===== config.mk =====
export PLATFORM = sky130hd
export DESIGN_NAME = mem_wb_elastic_flat
export DESIGN_NICKNAME = d
export VERILOG_FILES = /design/src/rtl/mem_wb_elastic_if.sv /design/src/rtl/mem_wb_elastic.sv /design/src/flat_wrapper.sv
export SDC_FILE = /design/constraint.sdc
export NUM_CORES = 1
export LEC_CHECK = 0
export BUFFER_PORTS_ARGS = -buffer_cell sky130_fd_sc_hd__buf_2
export CORE_MARGIN = 5
export CORE_UTILIZATION = 52
export CTS_BUF_LIST = sky130_fd_sc_hd__clkbuf_4 sky130_fd_sc_hd__clkbuf_8
export CTS_CLUSTER_DIAMETER = 50
export CTS_CLUSTER_SIZE = 24
export DETAILED_ROUTE_END_ITERATION = 12
export GPL_ROUTABILITY_DRIVEN = 0
export PLACE_DENSITY = 0.9
export SYNTH_ARGS = -nofsm -noshare
export SYNTH_HDL_FRONTEND = slang
export SYNTH_SLANG_ARGS = --single-unit
export TNS_END_PERCENT = 100

===== constraint.sdc =====
create_clock -name clk -period 4 [get_ports clk]
set_input_delay 0.6 -clock clk [delete_from_list [all_inputs] [get_ports clk]]
set_output_delay 0.6 -clock clk [all_outputs]
set_load 0.05 [all_outputs]

===== src/rtl/mem_wb_elastic_if.sv =====
// MEM/WB boundary bundle: MEM-side beat offer, WB-side resolved writeback and flush.
interface mem_wb_elastic_if #(
    parameter int unsigned XLEN   = 32,
    parameter int unsigned REG_AW = 5,
    parameter int unsigned CNT_W  = 16
);
    logic              flush;
    logic              mem_valid;
    logic              mem_ready;
    logic [XLEN-1:0]   mem_data;
    logic [XLEN-1:0]   mem_alu_result;
    logic [XLEN-1:0]   mem_pc_plus4;
    logic [REG_AW-1:0] mem_rd;
    logic              mem_reg_write;
    logic              mem_mem_to_reg;
    logic              mem_jal;
    logic              wb_valid;
    logic              wb_ready;
    logic [REG_AW-1:0] wb_writereg;
    logic [XLEN-1:0]   wb_wdata;
    logic              wb_reg_write_final;
    logic              wb_we;
    logic [CNT_W-1:0]  stall_cnt;

    modport master (
        output flush, mem_valid, mem_data, mem_alu_result, mem_pc_plus4, mem_rd,
               mem_reg_write, mem_mem_to_reg, mem_jal, wb_ready,
        input  mem_ready, wb_valid, wb_writereg, wb_wdata, wb_reg_write_final,
               wb_we, stall_cnt
    );

    modport slave (
        input  flush, mem_valid, mem_data, mem_alu_result, mem_pc_plus4, mem_rd,
               mem_reg_write, mem_mem_to_reg, mem_jal, wb_ready,
        output mem_ready, wb_valid, wb_writereg, wb_wdata, wb_reg_write_final,
               wb_we, stall_cnt
    );
endinterface


===== src/rtl/mem_wb_elastic.sv =====
// Elastic MEM/WB boundary: 2-entry skid buffer resolving writeback dest/data/enable on capture,
// plus a saturating WB back-pressure counter.
module mem_wb_elastic #(
    parameter int unsigned XLEN          = 32,
    parameter int unsigned REG_AW        = 5,
    parameter int unsigned LINK_REG      = 31,
    parameter int unsigned ZERO_SUPPRESS = 1,
    parameter int unsigned CNT_W         = 16
) (
    input logic             clk,
    input logic             reset,
    mem_wb_elastic_if.slave bus
);
    typedef struct packed {
        logic [REG_AW-1:0] writereg;
        logic [XLEN-1:0]   wdata;
        logic              we;
    } entry_t;

    typedef enum logic [1:0] {EMPTY, ONE, TWO} state_t;

    localparam logic [CNT_W-1:0] CNT_MAX = {CNT_W{1'b1}};

    state_t           state_q, state_d;
    entry_t           main_q, main_d, skid_q, skid_d;
    logic             wb_valid_q, wb_valid_d;
    logic             wb_we_q, wb_we_d;
    logic             mem_ready_q, mem_ready_d;
    logic [CNT_W-1:0] stall_q, stall_d;

    logic   accept_c, pop_c;
    entry_t beat_c;

    // State register
    always_ff @(posedge clk or posedge reset) begin
        if (reset) begin
            state_q     <= EMPTY;
            main_q      <= '0;
            skid_q      <= '0;
            wb_valid_q  <= 1'b0;
            wb_we_q     <= 1'b0;
            mem_ready_q <= 1'b1;
            stall_q     <= '0;
        end else begin
            state_q     <= state_d;
            main_q      <= main_d;
            skid_q      <= skid_d;
            wb_valid_q  <= wb_valid_d;
            wb_we_q     <= wb_we_d;
            mem_ready_q <= mem_ready_d;
            stall_q     <= stall_d;
        end
    end

    // Resolve the incoming beat, then next-state / next-contents
    always_comb begin
        accept_c = bus.mem_valid & mem_ready_q & ~bus.flush;
        pop_c    = wb_valid_q & bus.wb_ready;

        beat_c.writereg = bus.mem_jal ? REG_AW'(LINK_REG) : bus.mem_rd;
        beat_c.we       = (bus.mem_reg_write | bus.mem_jal) &
                          ~((ZERO_SUPPRESS != 0) && (beat_c.writereg == '0));
        beat_c.wdata    = bus.mem_jal        ? bus.mem_pc_plus4 :
                          bus.mem_mem_to_reg ? bus.mem_data     : bus.mem_alu_result;

        state_d = state_q;
        main_d  = main_q;
        skid_d  = skid_q;
        stall_d = stall_q;

        unique case (state_q)
            EMPTY: begin
                if (accept_c) begin
                    main_d  = beat_c;
                    state_d = ONE;
                end
            end
            ONE: begin
                if (accept_c && pop_c) begin
                    main_d = beat_c;
                end else if (accept_c) begin
                    skid_d  = beat_c;
                    state_d = TWO;
                end else if (pop_c) begin
                    state_d = EMPTY;
                end
            end
            TWO: begin
                if (pop_c) begin
                    main_d  = skid_q;
                    skid_d  = '0;
                    state_d = ONE;
                end
            end
            default: state_d = EMPTY;
        endcase

        // Flush overrides any movement; the counter deliberately survives it
        if (bus.flush) begin
            state_d = EMPTY;
        end

        if (wb_valid_q && !bus.wb_ready && (stall_q != CNT_MAX)) begin
            stall_d = stall_q + CNT_W'(1);
        end

        wb_valid_d  = (state_d != EMPTY);
        wb_we_d     = (state_d != EMPTY) & main_d.we;
        mem_ready_d = (state_d != TWO);
    end

    assign bus.mem_ready          = mem_ready_q;
    assign bus.wb_valid           = wb_valid_q;
    assign bus.wb_writereg        = main_q.writereg;
    assign bus.wb_wdata           = main_q.wdata;
    assign bus.wb_reg_write_final = main_q.we;
    assign bus.wb_we              = wb_we_q;
    assign bus.stall_cnt          = stall_q;
endmodule

===== src/flat_wrapper.sv =====
// flat-port wrapper written by rule: the top's interface ports become plain ports
module mem_wb_elastic_flat 
#(
    parameter int unsigned XLEN          = 32,
    parameter int unsigned REG_AW        = 5,
    parameter int unsigned LINK_REG      = 31,
    parameter int unsigned ZERO_SUPPRESS = 1,
    parameter int unsigned CNT_W         = 16
)
  (clk, reset, bus_flush, bus_mem_valid, bus_mem_data, bus_mem_alu_result, bus_mem_pc_plus4, bus_mem_rd, bus_mem_reg_write, bus_mem_mem_to_reg, bus_mem_jal, bus_wb_ready, bus_mem_ready, bus_wb_valid, bus_wb_writereg, bus_wb_wdata, bus_wb_reg_write_final, bus_wb_we, bus_stall_cnt);
  mem_wb_elastic_if #(.XLEN(XLEN), .REG_AW(REG_AW), .CNT_W(CNT_W)) bus_i ();
  input logic clk;
  input logic reset;
  input wire logic [$bits(bus_i.flush)-1:0] bus_flush;
  input wire logic [$bits(bus_i.mem_valid)-1:0] bus_mem_valid;
  input wire logic [$bits(bus_i.mem_data)-1:0] bus_mem_data;
  input wire logic [$bits(bus_i.mem_alu_result)-1:0] bus_mem_alu_result;
  input wire logic [$bits(bus_i.mem_pc_plus4)-1:0] bus_mem_pc_plus4;
  input wire logic [$bits(bus_i.mem_rd)-1:0] bus_mem_rd;
  input wire logic [$bits(bus_i.mem_reg_write)-1:0] bus_mem_reg_write;
  input wire logic [$bits(bus_i.mem_mem_to_reg)-1:0] bus_mem_mem_to_reg;
  input wire logic [$bits(bus_i.mem_jal)-1:0] bus_mem_jal;
  input wire logic [$bits(bus_i.wb_ready)-1:0] bus_wb_ready;
  output wire logic [$bits(bus_i.mem_ready)-1:0] bus_mem_ready;
  output wire logic [$bits(bus_i.wb_valid)-1:0] bus_wb_valid;
  output wire logic [$bits(bus_i.wb_writereg)-1:0] bus_wb_writereg;
  output wire logic [$bits(bus_i.wb_wdata)-1:0] bus_wb_wdata;
  output wire logic [$bits(bus_i.wb_reg_write_final)-1:0] bus_wb_reg_write_final;
  output wire logic [$bits(bus_i.wb_we)-1:0] bus_wb_we;
  output wire logic [$bits(bus_i.stall_cnt)-1:0] bus_stall_cnt;
  assign bus_i.flush = bus_flush;
  assign bus_i.mem_valid = bus_mem_valid;
  assign bus_i.mem_data = bus_mem_data;
  assign bus_i.mem_alu_result = bus_mem_alu_result;
  assign bus_i.mem_pc_plus4 = bus_mem_pc_plus4;
  assign bus_i.mem_rd = bus_mem_rd;
  assign bus_i.mem_reg_write = bus_mem_reg_write;
  assign bus_i.mem_mem_to_reg = bus_mem_mem_to_reg;
  assign bus_i.mem_jal = bus_mem_jal;
  assign bus_i.wb_ready = bus_wb_ready;
  assign bus_mem_ready = bus_i.mem_ready;
  assign bus_wb_valid = bus_i.wb_valid;
  assign bus_wb_writereg = bus_i.wb_writereg;
  assign bus_wb_wdata = bus_i.wb_wdata;
  assign bus_wb_reg_write_final = bus_i.wb_reg_write_final;
  assign bus_wb_we = bus_i.wb_we;
  assign bus_stall_cnt = bus_i.stall_cnt;
  mem_wb_elastic #(.XLEN(XLEN), .REG_AW(REG_AW), .LINK_REG(LINK_REG), .ZERO_SUPPRESS(ZERO_SUPPRESS), .CNT_W(CNT_W)) u_core (.clk(clk), .reset(reset), .bus(bus_i));
endmodule

==> reports/qor.txt, run 1 <==
LEAKAGE -> 2.890 nW
Synthesized netlist cell count -> 470
Share of layout cells above drive strength 1 -> 33.55%
Chip height -> 105.3 um
Worst Tran Pin Value -> 1.165 ns
Worst setup path startpoint -> u_core.bus.wb_valid
Critical path class -> reg -> reg
Most common cell after layout, fill and taps aside -> buf_2
Reg-to-Reg Start -> u_core.bus.wb_valid
Layout Skew -> 0.01596 ns
CTS Hold Buffers Added -> 0
Fin worst setup slack -> 1.587 ns
IO Port Bufs -> 165
Pre-antenna DRT Iters -> 5
Number of remaining DRC errors -> 0
FMAX -> 0.4143 GHz
Setup WS pre-CTS -> 1.350 ns
Most frequent cells in the layout -> buf_2, dfrtp_1, nor2_1
CP required -> 4.23 ns
Number of placement rows -> 34
Post-synth ARST share -> 100.0%
Setup crit start kind -> flip-flop
Die Wd -> 105.3 um
Largest net degree at the start of global routing -> 77
Number of synthesized register bits -> 97
Initial Util -> 53.68%
YS warnings -> 0
Total Power -> 3.129 mW
Total CTS buffers -> 9
Tcrit/Tclk final -> 60.34%
Clk slew on worst S/H paths -> 0.09 ns
Total GRT Usage -> 21.43%
Max IR drop VDD -> 0.0002775 V
Core ar. -> 8806 um2
Slew Limit Headroom -> 22.18%
Mapped Nets -> 580
# IOs -> 166
Clk sink count -> 97
Min Clock Period, post-route -> 2.414 ns
Final net count -> 722
Hold Path Class -> in -> async
Seq/Total Area, Yosys -> 51.38%
Post-DP HPWL -> 8662 um
Root Buffer -> clkbuf_8
R2r worst-path depth -> 4
First-pass GRT wire length -> 19,580 um
Vias in the first global route -> 3,995
Slowest stage cell, crit path -> a21oi_4
Post-synth EDFFs -> 0
H-tree depth -> 3
Syn Area/Cell -> 10.06 um2
Post-Route WL -> 12,280 um
Max Root-Sink Buffers -> 2
RSZ-0062 raised after global routing -> no
CTS tree -> built
Post_cts resized -> 0
RR Endpoint -> u_core.bus.wb_wdata[25]
CP endpoint -> u_core.bus.wb_wdata[25]
Fin. max-slew vios -> 0
Post-CTS Setup Inserts -> 0
Worst-path fanout max -> 40
Reg2Reg Setup Slack -> 1.59 ns
Setup-failing EPs final -> 0
Total grt overflow -> 0
Initial antenna violation count -> 0
Power density over cell area -> 543.7 nW/um2
Fin. Hold Viols -> 0
# Max-Cap Violations -> 0
Critical path cell sequence -> and4b_2, a21oi_4, a22oi_1, o21ai_0
Status -> finished, final reports clean
Fill count -> 721
Antenna fix cells -> 0
TNS Setup -> 0 ns
Avg WL per Cell -> 16.93 um
Initial DRC count -> 266
CP Capture Type -> flip-flop
Die area -> 11,100 um2
Library cells used by synthesis -> 47
Mapped Area -> 4727 um2
CP max stage delay -> 0.91 ns
Top FF cell, synth -> dfrtp_1
Clock Latency Late Sink -> 0.35 ns
CP Data Arrival Time -> 2.65 ns
Vias -> 4,176
Vias per std cell -> 5.760
Remaining antenna violation count -> 0
Synth-to-Final Area Change -> 21.76%
area by class of cell:
cell class | count | area (um2) | area share (%)
sequential | 97 | 2429 | 42.20
multi-input combinational | 332 | 2102 | 36.52
timing repair buffer | 168 | 848.3 | 14.74
clock buffer | 11 | 145.1 | 2.522
tap | 108 | 135.1 | 2.348
clock inverter | 5 | 78.83 | 1.370
inverter | 4 | 17.52 | 0.3043
per-stage QoR:
step	instance area (um2)	utilization, %	cells	hold WS (ns)
detailed placement	5532	62.82	709	0.4859
global placement	5532	62.82	709	0.4852
floorplan	4727	-	470	0.4748
CTS	5756	65.36	725	0.4343
global route	5756	65.36	725	0.4650
finish	5756	65.36	725	0.3954
state kept, by name, indices dropped and copies added (netlist names):
| signal | cells |
|---|---|
| u_core.bus.wb_we | 1 |
| u_core.bus.wb_valid | 1 |
| u_core.bus.mem_ready | 1 |
| u_core.state_q | 2 |
| u_core.bus.wb_wdata | 32 |
| u_core.bus.wb_reg_write_final | 1 |
| u_core.skid_q | 38 |
| u_core.bus.wb_writereg | 5 |
| u_core.bus.stall_cnt | 16 |
worst min-delay path by stage:
stage | startpoint | endpoint | slack, ns | cells after the start
floorplan | u_core.skid_q[0] | u_core.skid_q[0] | 0.47 | 2
global placement | u_core.bus.wb_wdata[28] | u_core.bus.wb_wdata[28] | 0.49 | 2
detailed placement | u_core.bus.wb_wdata[10] | u_core.bus.wb_wdata[10] | 0.49 | 2
CTS | reset | u_core.skid_q[16] | 0.43 | 2
global route | reset | u_core.skid_q[16] | 0.47 | 2
finish | reset | u_core.skid_q[16] | 0.40 | 2
per-layer routing:
layer	part of all wire (%)	vias to the layer above	global-route usage (%)
li1	-	2014	-
met1	41	1997	28.08
met2	51	151	35.61
met3	6.9	14	4.890
met4	1.5	0	6.467
met5	0	-	0
synth_stat cells, types with 2 or more instances:
master	count	area share, %
o21ai_2	8	1.5
a221o_1	6	1.3
o21ai_1	30	3.2
a31oi_1	2	0.26
xor2_1	4	0.74
clkbuf_1	18	1.4
xnor2_1	5	0.93
mux2_2	3	0.71
inv_1	4	0.32
and2_1	2	0.26
mux2i_1	33	7.0
buf_2	11	1.2
a21oi_1	37	3.9
a22oi_1	32	5.1
buf_6	5	1.2
and3_1	3	0.40
nand3_2	4	0.85
o211ai_1	2	0.32
nor3b_1	2	0.32
dfrtp_1	96	51
o21ai_0	34	3.6
buf_1	3	0.24
nand2_1	9	0.71
nand3_1	37	3.9
nand4_1	6	0.79
nor2_1	46	3.7
nor3_1	5	0.53
and4b_1	2	0.42
nand4b_1	3	0.56
where the power goes:
part	switching [mW]	total (mW)	leakage, nW	internal [mW]
logic	0.725	1.03	1.54	0.308
clock network	0.319	0.695	0.117	0.376
registers	0.169	1.40	1.23	1.23
worst max-delay path: cells and delay by family (launching register included):
kind	cells	cell delay (ns)
compound gates	3	1.24
simple gates	1	0.55
flops	1	0.48
kinds of logic after synthesis:
family | count (synthesis) | synth area share, %
XOR/XNOR | 9 | 1.667
adder cells (fa/ha/maj) | 1 | 0.2646
AO/OA/AOI/OAI | 159 | 20.70
flip-flops | 97 | 51.38
buffers and inverters | 41 | 4.341
multiplexers | 36 | 7.703
AND/OR/NAND/NOR | 127 | 13.95
(Power assumes the default switching activity.)
==> run 2, diff against run 1 <==
Settings changed: CORE_UTILIZATION 52 to 47, PLACE_DENSITY 0.9 to 0.86.
Clock period 4 ns to 2.1 ns, I/O delays scaled along.
==> run 2 against run 1 <==
  * Die area grew 9.6%
  * Flip-flop and latch count is the same
  * Total power grew 83%
  * Non-clock buffer count grew 8
  * Via count grew 2.3%
  * Clock-buffer cell count grew 1
  * Clock power grew 51%
  * Critical path depth grew 1
  * Highest routed layer unchanged
  * Final area grew 1.7%
==> reports/qor.txt, run 2 (same netlist as run 1, synthesis figures left out) <==
Status -> finished, final reports clean
Critical path's top delay family -> simple AND/OR/NAND/NOR gates
Critical path class -> reg -> reg
Initial antenna violation count -> 0
Clk slew on worst S/H paths -> 0.08 ns
Most common cell after layout, fill and taps aside -> buf_2
Stages on the worst setup path -> 5
Chip height -> 110.3 um
Core ar. -> 9774 um2
CP Data Arrival Time -> 2.05 ns
Post-DP HPWL -> 9178 um
Hold Path Class -> in -> reg
Power density over cell area -> 979.1 nW/um2
Die Wd -> 110.3 um
Vias -> 4,271
Root Buffer -> clkbuf_8
Setup WS pre-CTS -> 0.08861 ns
Max IR drop VDD -> 0.0004453 V
CP max stage delay -> 0.49 ns
Tcrit/Tclk final -> 86.02%
Post-CTS Setup Inserts -> 0
Antenna fix cells -> 0
Clock Latency Late Sink -> 0.35 ns
Worst-path fanout max -> 39
LEAKAGE -> 2.914 nW
Slowest stage cell, crit path -> dfrtp_1
Largest net degree at the start of global routing -> 77
Total GRT Usage -> 20.95%
Layout Skew -> 0.005351 ns
CP Capture Type -> flip-flop
Initial DRC count -> 249
# IOs -> 166
Top reg by flops -> u_core.skid_q
First-pass GRT wire length -> 19,930 um
Max Root-Sink Buffers -> 2
# Max-Cap Violations -> 0
FMAX -> 0.5536 GHz
CP required -> 2.35 ns
R2r worst-path depth -> 5
Critical path buffers and inverters -> 1
IO Port Bufs -> 165
RSZ-0062 raised after global routing -> no
Vias per std cell -> 5.649
Final net count -> 731
Fin. max-slew vios -> 0
Share of layout cells above drive strength 1 -> 34.03%
CTS tree -> built
Min Clock Period, post-route -> 1.806 ns
Reg-to-Reg Start -> u_core.bus.wb_valid
Pre-antenna DRT Iters -> 5
Post-layout instance area -> 5851 um2
Avg WL per Cell -> 17.30 um
Die area -> 12,160 um2
Synth-to-Final Area Change -> 23.77%
H-tree depth -> 3
Worst setup path startpoint -> u_core.bus.wb_valid
Most frequent cells in the layout -> buf_2, dfrtp_1, nor2_1
Remaining antenna violation count -> 0
Clk sink count -> 97
Number of remaining DRC errors -> 0
Hold path start -> bus_flush
Post-Route WL -> 13,080 um
Setup crit start kind -> flip-flop
Vias in the first global route -> 4,173
Slew Limit Headroom -> 56.95%
TNS Setup -> 0 ns
Hold path depth -> 2
Total grt overflow -> 0
Fin worst setup slack -> 0.2935 ns
Initial Util -> 48.36%
Max FFs per register -> 38
Fill count -> 827
Placed cell areas -> 5667 um2
Number of placement rows -> 36
Total CTS buffers -> 9
Critical path cell sequence -> and4b_2, buf_4, a211o_1, o211ai_1, and2_1
Setup-failing EPs final -> 0
Fin. Hold Viols -> 0
Worst Tran Pin Value -> 0.6443 ns
## run 2: repair_timing
item	in CTS	in global routing
gates resized for setup	0	1
setup endpoints to repair	0	19
hold buffers	1	0
endpoints found under the hold margin	12	0
## run 2: final timing paths
check | slack (ns) | to
setup / recovery | 0.29 | u_core.bus.wb_we
hold / removal | 0.18 | u_core.state_q[0]
setup reg to reg | 0.29 | u_core.bus.wb_we
hold reg to reg | 0.51 | u_core.bus.wb_wdata[5]
max in group asynchronous | 1.00 | u_core.bus.mem_ready
min in group asynchronous | 0.50 | u_core.bus.wb_wdata[22]
## run 2: metal layers
metal	up-vias	global-route usage [%]	wire [um]
met2	194	36.22	6656
met4	0	7.652	204
met5	-	0	0
met3	21	3.087	936
met1	2025	26.73	5281
li1	2031	-	-
## run 2: cell type report
class	count	area, um2	share of cell area (%)
repair buffers	176	960.9	16.42
well taps	133	166.4	2.844
flip-flops and latches	97	2429	41.51
inverters	4	18.77	0.3208
clock buffers	12	152.6	2.609
clock inverters	1	5.005	0.08554
multi-input cells	333	2118	36.21
## run 2: metrics by stage
step           power, mW  std cells  utilization, %  hold slack, ns
3_3_place_gp       4.600        741           57.97          0.3071
5_1_grt            6.066        756           59.86          0.1651
6_report           5.728        756           59.86          0.1783
2_1_floorplan      4.104        470               -          0.3814
4_1_cts            5.765        755           59.69          0.1569
3_5_place_dp       4.713        741           57.97          0.3110
## run 2: worst reg2reg max path: cells and delay by family, from the launching register on
| family | cells | cell delay (ns) |
|---|---|---|
| compound gates | 2 | 0.26 |
| flops | 1 | 0.49 |
| simple gates | 2 | 0.52 |
| buf+inv | 1 | 0.43 |
## run 2: where the power goes
group,internal [mW],total [mW],switching [mW]
combinational,0.608,2.00,1.39
clock,0.469,1.05,0.580
sequential,2.35,2.68,0.331
total,3.42,5.73,2.30
==> run 3, diff against run 2 <==
Settings changed: BUFFER_PORTS_ARGS -buffer_cell sky130_fd_sc_hd__buf_2 to unset, CORE_UTILIZATION 47 to 55, DONT_BUFFER_PORTS set to 1, PLACE_DENSITY 0.86 to 0.8.
==> run 3 against run 2 <==
  * Critical path depth unchanged
  * Total power down 3.6%
  * Final area down 12%
  * Routed wire length down 14%
  * Sequential power up 22%
  * Flip-flop and latch count unchanged
  * Worst setup slack better by 0.058 ns
  * Via count down 15%
  * Register-to-register slack better by 0.06 ns
  * Global-route usage down 0.27 points
  * Die area down 13%
  * Critical path type unchanged
==> reports/qor.txt, run 3 (same netlist as run 1, synthesis figures left out) <==
RSZ-0062 raised after global routing -> no
Part of the power in registers -> 59.2%
Number of remaining DRC errors -> 0
Fin cells -> 583
Antenna fix cells -> 0
R2r worst-path depth -> 5
First-pass GRT wire length -> 17,290 um
Setup crit start kind -> flip-flop
Worst-path fanout max -> 76
Placed cell count -> 566
Initial DRC count -> 125
Initial Util -> 56.96%
Post-Route WL -> 11,200 um
Post-layout instance area -> 5122 um2
# Max-Cap Violations -> 0
Worst Tran Pin Value -> 0.5296 ns
Comb pwr share -> 19.8%
Chip height -> 102.7 um
Final net count -> 583
Power density over cell area -> 1078 nW/um2
LEAKAGE -> 2.316 nW
Tcrit/Tclk final -> 83.27%
Share of layout cells above drive strength 1 -> 14.02%
Total CTS buffers -> 9
CP required -> 2.32 ns
Reg2Reg Setup Slack -> 0.35 ns
Clock Latency Late Sink -> 0.34 ns
Layout Skew -> 0.009393 ns
Worst setup path startpoint -> u_core.bus.mem_ready
Pre-antenna DRT Iters -> 5
Clock power frac -> 21.0%
Remaining antenna violation count -> 0
CP Capture Type -> flip-flop
Slew Limit Headroom -> 64.69%
Internal power -> 3.323 mW
Die Wd -> 102.7 um
CP Data Arrival Time -> 1.97 ns
Hold_ws -> 0.02736 ns
CTS tree -> built
Sw Pwr -> 2.201 mW
H-tree depth -> 3
Die area -> 10,550 um2
Max IR drop VDD -> 0.0004799 V
Avg WL per Cell -> 19.20 um
Min Clock Period, post-route -> 1.749 ns
RR Endpoint -> u_core.skid_q[21]
Root Buffer -> clkbuf_8
Fin. Hold Viols -> 0
Core ar. -> 8299 um2
Most frequent cells in the layout -> dfrtp_1, nor2_1, a21oi_1, nand3_1, o21ai_0
Top reg by flops -> u_core.skid_q
Initial antenna violation count -> 0
Post-DP HPWL -> 7791 um
Max Root-Sink Buffers -> 2
Final Util -> 61.72%
Fin. max-slew vios -> 0
Synth-to-Final Area Change -> 8.364%
Clk sink count -> 97
Total grt overflow -> 0
Critical path class -> reg -> reg
Clk slew on worst S/H paths -> 0.09 ns
Max FFs per register -> 38
Vias -> 3,621
Reg-to-Reg Start -> u_core.bus.mem_ready
FMAX -> 0.5719 GHz
Number of placement rows -> 33
Vias per std cell -> 6.211
Total GRT Usage -> 20.68%
Hold Path Class -> in -> reg
CP endpoint -> u_core.skid_q[21]
Largest net degree at the start of global routing -> 98
IO Port Bufs -> 0
# IOs -> 166
Status -> finished, final reports clean
Fill count -> 682
Sw frac -> 39.85%
Placed cell areas -> 4916 um2
Vias in the first global route -> 3,442
Setup-failing EPs final -> 0
TNS Setup -> 0 ns
Most common cell after layout, fill and taps aside -> dfrtp_1
[run 3: cell count changes in the layout (fill, tap and decap cells not counted), sizes merged]
| cell | delta |
|---|---|
| buf | -147 |
| clkinvlp | +2 |
| a21oi | -1 |
| clkbuf | +1 |
[run 3: worst max-delay path, stage by stage (launching register included)]
cell	delay, ns
dfstp_2	0.54
nand2_1	0.11
or4_4	0.52
buf_12	0.22
nand3_1	0.14
o21ai_2	0.06
[run 3: how the worst min path moves through the flow]
stage / startpoint / end / slack (ns) / depth (start not counted)
after global placement: reset / u_core.bus.wb_we / 0.37 / 2
after CTS: bus_flush / u_core.state_q[0] / 0.01 / 1
final: bus_flush / u_core.state_q[0] / 0.03 / 1
after global routing: bus_flush / u_core.state_q[0] / 0.004 / 1
after floorplan: bus_flush / u_core.state_q[0] / 0.38 / 1
after detailed placement: reset / u_core.bus.wb_valid / 0.38 / 2
[run 3: power by group through the flow]
stage	Sequential (mW)	Clock [mW]	Combinational, mW
2_1_floorplan	3.42	0	0.686
3_3_place_gp	3.29	0	1.06
3_5_place_dp	3.31	0	1.11
4_1_cts	3.27	1.19	1.11
5_1_grt	3.33	1.27	1.23
6_report	3.27	1.16	1.09
[run 3: layout make-up]
cell class	count	area (um2)	area share (%)
repair buffers	29	245.2	4.787
well taps	105	131.4	2.565
clock inverters	3	23.77	0.4641
clock buffers	13	172.7	3.371
multi-input cells	332	2102	41.04
inverters	4	18.77	0.3664
flip-flops and latches	97	2429	47.41
[run 3: repair_timing]
item	CTS	global route
endpoints found under the hold margin	19	0
setup buffers	0	0
gates resized for setup	0	0
hold buffers	1	0
[run 3: routing by layer]
layer | up-vias | wire (um) | track usage (%)
met2 | 146 | 5516 | 33.71
li1 | 1738 | - | -
met5 | - | 0 | 0
met4 | 0 | 182 | 6.761
met1 | 1725 | 4545 | 27.36
met3 | 12 | 951 | 4.871
[run 3: per-stage QoR]
| step | setup slack, ns | total power [mW] |
|---|---|---|
| floorplan | 0.2080 | 4.104 |
| global placement | 0.4289 | 4.347 |
| detailed placement | 0.3822 | 4.413 |
| CTS | 0.3608 | 5.566 |
| global route | 0.2604 | 5.837 |
| finish | 0.3514 | 5.524 |
